**src/rtl/imem_arbiter.sv**
```systemverilog
// Instruction-memory arbiter and boot sequencer between fetch, program loader and imem.
// Optional: define IMEM_ARB_WRITE_FLUSH_EN to pulse flush_req after each loader write in RUN.
module imem_arbiter #(
  parameter int STARVE_MAX = 8,
  parameter int AW         = 8
) (
  input  logic          clk,
  input  logic          rst,
  input  logic          boot_done,
  input  logic          f_req,
  input  logic [AW-1:0] f_addr,
  output logic          f_gnt,
  output logic          f_stall,
  output logic          f_valid,
  input  logic          l_req,
  input  logic          l_we,
  input  logic [AW-1:0] l_addr,
  input  logic [31:0]   l_wdata,
  output logic          l_gnt,
  output logic          l_valid,
  output logic          m_en,
  output logic          m_we,
  output logic [AW-1:0] m_addr,
  output logic [31:0]   m_wdata,
  input  logic [31:0]   m_rdata,
  output logic          flush_req,
  output logic          booting
);

  localparam logic ST_BOOT = 1'b0;
  localparam logic ST_RUN  = 1'b1;

  logic       state;
  logic [7:0] starve_cnt;
  logic       starve_hit;
  logic       unused_rdata;

  // Read data is steered by the consumers using the valid tags, not here.
  assign unused_rdata = ^m_rdata;

  assign starve_hit = (starve_cnt == 8'(STARVE_MAX));

  always_comb begin
    f_gnt = 1'b0;
    l_gnt = 1'b0;
    if (state == ST_BOOT) begin
      l_gnt = l_req;
    end else if (starve_hit && l_req) begin
      l_gnt = 1'b1;
    end else if (f_req) begin
      f_gnt = 1'b1;
    end else begin
      l_gnt = l_req;
    end
  end

  assign f_stall = f_req & ~f_gnt;
  assign booting = (state == ST_BOOT);
  assign m_en    = f_gnt | l_gnt;
  assign m_we    = l_gnt & l_we;
  assign m_addr  = l_gnt ? l_addr : f_addr;
  assign m_wdata = l_wdata;

  always_ff @(posedge clk) begin
    if (rst) begin
      state      <= ST_BOOT;
      starve_cnt <= 8'd0;
      f_valid    <= 1'b0;
      l_valid    <= 1'b0;
    end else begin
      f_valid <= f_gnt;
      l_valid <= l_gnt & ~l_we;
      // Leaving BOOT waits for a cycle with no loader access in flight.
      if (state == ST_BOOT) begin
        starve_cnt <= 8'd0;
        if (boot_done && !l_gnt) state <= ST_RUN;
      end else if (l_gnt || !l_req) begin
        starve_cnt <= 8'd0;
      end else if (starve_cnt != 8'hFF) begin
        starve_cnt <= starve_cnt + 8'd1;
      end
    end
  end

`ifdef IMEM_ARB_WRITE_FLUSH_EN
  logic flush_q;

  always_ff @(posedge clk) begin
    if (rst) flush_q <= 1'b0;
    else     flush_q <= (state == ST_RUN) & l_gnt & l_we;
  end

  assign flush_req = flush_q;
`else
  assign flush_req = 1'b0;
`endif

endmodule

```
**config.mk**
```make
export PLATFORM = sky130hd
export DESIGN_NAME = imem_arbiter
export DESIGN_NICKNAME = d
export VERILOG_FILES = /design/src/rtl/imem_arbiter.sv
export SDC_FILE = /design/constraint.sdc
export NUM_CORES = 1
export LEC_CHECK = 0
export CAP_MARGIN = 10
export CORE_MARGIN = 1.5
export CORE_UTILIZATION = 24
export DETAILED_ROUTE_END_ITERATION = 16
export HOLD_SLACK_MARGIN = 0.02
export PLACE_DENSITY = 0.81
export SETUP_SLACK_MARGIN = 0.3
export SKIP_LAST_GASP = 1
export SLEW_MARGIN = 20
export SYNTH_ARGS = -nofsm -noshare
export SYNTH_HDL_FRONTEND = slang
export SYNTH_SLANG_ARGS = --single-unit
export TNS_END_PERCENT = 10
```
**constraint.sdc**
```tcl
create_clock -name clk -period 2 [get_ports clk]
set_input_delay 0.4 -clock clk [delete_from_list [all_inputs] [get_ports clk]]
set_output_delay 0.4 -clock clk [all_outputs]
set_load 0.02 [all_outputs]
```
==> metrics.txt <==
run status=finished, violations left; violated checks=setup timing; Peak VDD IR=about 0.22 mV; hold_ws=between 0.5 and 0.6 ns; Layout Cells excl Fill=180; Crit Path Class=input port to output pin; synth-to-layout area growth=44.4%; Die Wd=around 66 um; final worst slack=-0.255 ns; largest cells by area after synthesis=buf_4 26%, dfxtp_1 23%, mux2_4 11%, a21oi_1 3.2%, ha_1 2.6%; clk_skew=0.00757 ns; hold path start=starve_cnt[0]; hold path endpoint=starve_cnt[0]; Final setup viols=13; CTS tree=yes; Post-Route WL=approximately 2200 um; Final ANT Viol Nets=0; sequential share of power=34.5%; Pint=0.483 mW; Worst Path Required=1.60 ns; io pins=approximately 140; Rows=22; crit path time final=2.25 ns; Clock transition at path regs=roughly 0.06 ns; total core area=~3700 um^2; Sink Count=11; FF-to-FF Start=starve_cnt[1]; Cells after Synth=105; Critical Path End Type=output pin; WHS Path Cells=3; Ant. Diodes=0; vias in the first global route=around 780; cell taking the most area after synthesis=buf_4; Syn Area/Cell=around 9 um^2; Port Buffer Count=37; Final Cycle Share=113%; reg2reg setup slack=roughly 0.24 ns; Peak Freq=between 400 and 500 MHz; share of layout cells above drive strength 1=roughly two fifths; Pre-antenna DRT Iters=4; reg2reg path depth=7; GR Overflow Total=0; initial core utilization=25.5%; combinational group share of total power=between 30% and 40%; Leak=approximately 0.58 nW; Max Root-Sink Buffers=2; DP Area=approximately 1200 um^2; antenna violations before repair=0; Switching Share=between 20% and 30%; largest net degree at the start of global routing=11; yosys warns=0; sw power=approximately 0.17 mW; H-tree depth=1; total track usage=10.3%; vias per inst=~4.4; total of max-cap violations=0; setup TNS=-2.84 ns; share of the yosys chip area belonging to registers=between 20% and 30%; Seq cells post-synth=11; Final Power=around 0.65 mW; share of the synthesized area in the top cell type=a little over a quarter; DRC violations left=0; GPL Wtd Cong=0.731; clock root cell=clkbuf_8; Clk pwr share=around a third; Worst Path Arrival=around 1.9 ns; RSZ-0062 raised after global routing=true; worst skew pair latency=~0.24 ns; post-synth design cell area=947 um^2; total die area=between 4000 and 5000 um^2; CP Launch Point=f_req; crit path launch type=input port; Pwr per Cell Area=approximately 470 nW/um^2; Fin. Hold Viols=0; post-synth cell types=30; nets@finish=roughly 220; via count=~800; Post-Syn Nets=~190; Final Slew Violations=0; final instance area=about 1400 um^2; first-pass GRT wire length=between 3000 and 4000 um; worst slack at placement=-1.02 ns; die height=between 60 and 70 um; wire length per cell=around 12 um; DR iter-0 viols=11; FF-to-FF End=starve_cnt[5]; most common cell after layout, fill and taps aside=clkdlybuf4s50_1; Final Util=roughly 37%; dpl hpwl=~1700 um; Placed Cells=between 150 and 200; worst hold path class=flip-flop to flip-flop; CTS buffer count=3; crit path max fanout=3; most frequent cells in the layout=24 x clkdlybuf4s50_1, 18 x buf_4, 9 x dfxtp_1
[area by class of cell]
cell class | instances | area, um^2
Fill cell | 360 | 2350
Multi-Input combinational cell | 54 | 458
Clock buffer | 3 | 41.3
Sequential cell | 11 | 223
Timing Repair Buffer | 58 | 562
Tap cell | 48 | 60.1
Clock inverter | 1 | 5.00
Inverter | 5 | 18.8
[power by group through the flow]
| stage | Clock [mW] | Combinational (mW) | Sequential (mW) |
|---|---|---|---|
| floorplan | 0 | 0.172 | 0.230 |
| global placement | 0 | 0.175 | 0.228 |
| detailed placement | 0 | 0.178 | 0.228 |
| CTS | 0.235 | 0.167 | 0.223 |
| global route | 0.249 | 0.208 | 0.223 |
| finish | 0.229 | 0.196 | 0.224 |
[state kept, by name, indices dropped and copies added (netlist names)]
register and flops:
state 1, f_valid 1, l_valid 1, starve_cnt 8
[per-layer routing]
layer / global-route usage (%) / routed length, um / vias to the layer above
met3: 3.75 / 162 / 6
met5: 0 / 0 / -
met2: 16.3 / 1170 / 38
met4: 7.55 / 52 / 0
li1: - / - / 388
met1: 11.3 / 802 / 360
[synth_stat cells, drive strengths merged]
| library cell | number |
|---|---|
| nand3 | 3 |
| and2 | 2 |
| nor4bb | 1 |
| nor2 | 3 |
| nor2b | 4 |
| a211oi | 3 |
| buf | 35 |
| ha | 2 |
| a311oi | 2 |
| nor3 | 1 |
| and3 | 3 |
| a21oi | 6 |
| and4 | 1 |
| or3 | 1 |
| nor4b | 1 |
| dfxtp | 11 |
| nand4 | 2 |
| a22oi | 1 |
| a2111o | 1 |
| nand2 | 3 |
| inv | 5 |
| o21ai | 3 |
| conb | 1 |
| a31oi | 2 |
| mux2 | 8 |
[repair_timing]
action / CTS / global route
cloned: 0 / 1
setup buffers: 2 / 2
hold buffers: 0 / 0
pin swaps: 2 / 3
resized for setup: 37 / 18
endpoints found under the setup margin: 17 / 19
[how the worst max path moves through the flow]
stage	endpoint	slack [ns]
finish	m_addr[7]	-0.25
detailed placement	m_addr[7]	-1.02
global route	m_addr[4]	-0.31
global placement	m_addr[7]	-0.97
CTS	m_addr[5]	-0.27
floorplan	m_addr[0]	0.19
[cell families (layout without fill, tap and decap cells)]
group,count (synthesis),count (layout),share of synthesized area [%]
AND/OR/NAND/NOR,25,25,18.9
flip-flops,11,11,23.2
buffers and inverters,40,67,29.7
multiplexers,8,8,12.3
other,1,1,0.396
AO/OA/AOI/OAI,18,18,12.8
adder cells (fa/ha/maj),2,2,2.64
[worst max-delay path, stage by stage]
cell	delay [ns]
clkdlybuf4s50_1	0.50
nand2_1	0.10
a22oi_2	0.14
buf_6	0.15
buf_4	0.10
mux2_2	0.31
buf_2	0.16
Note: power is estimated with default switching activity, not from simulation.
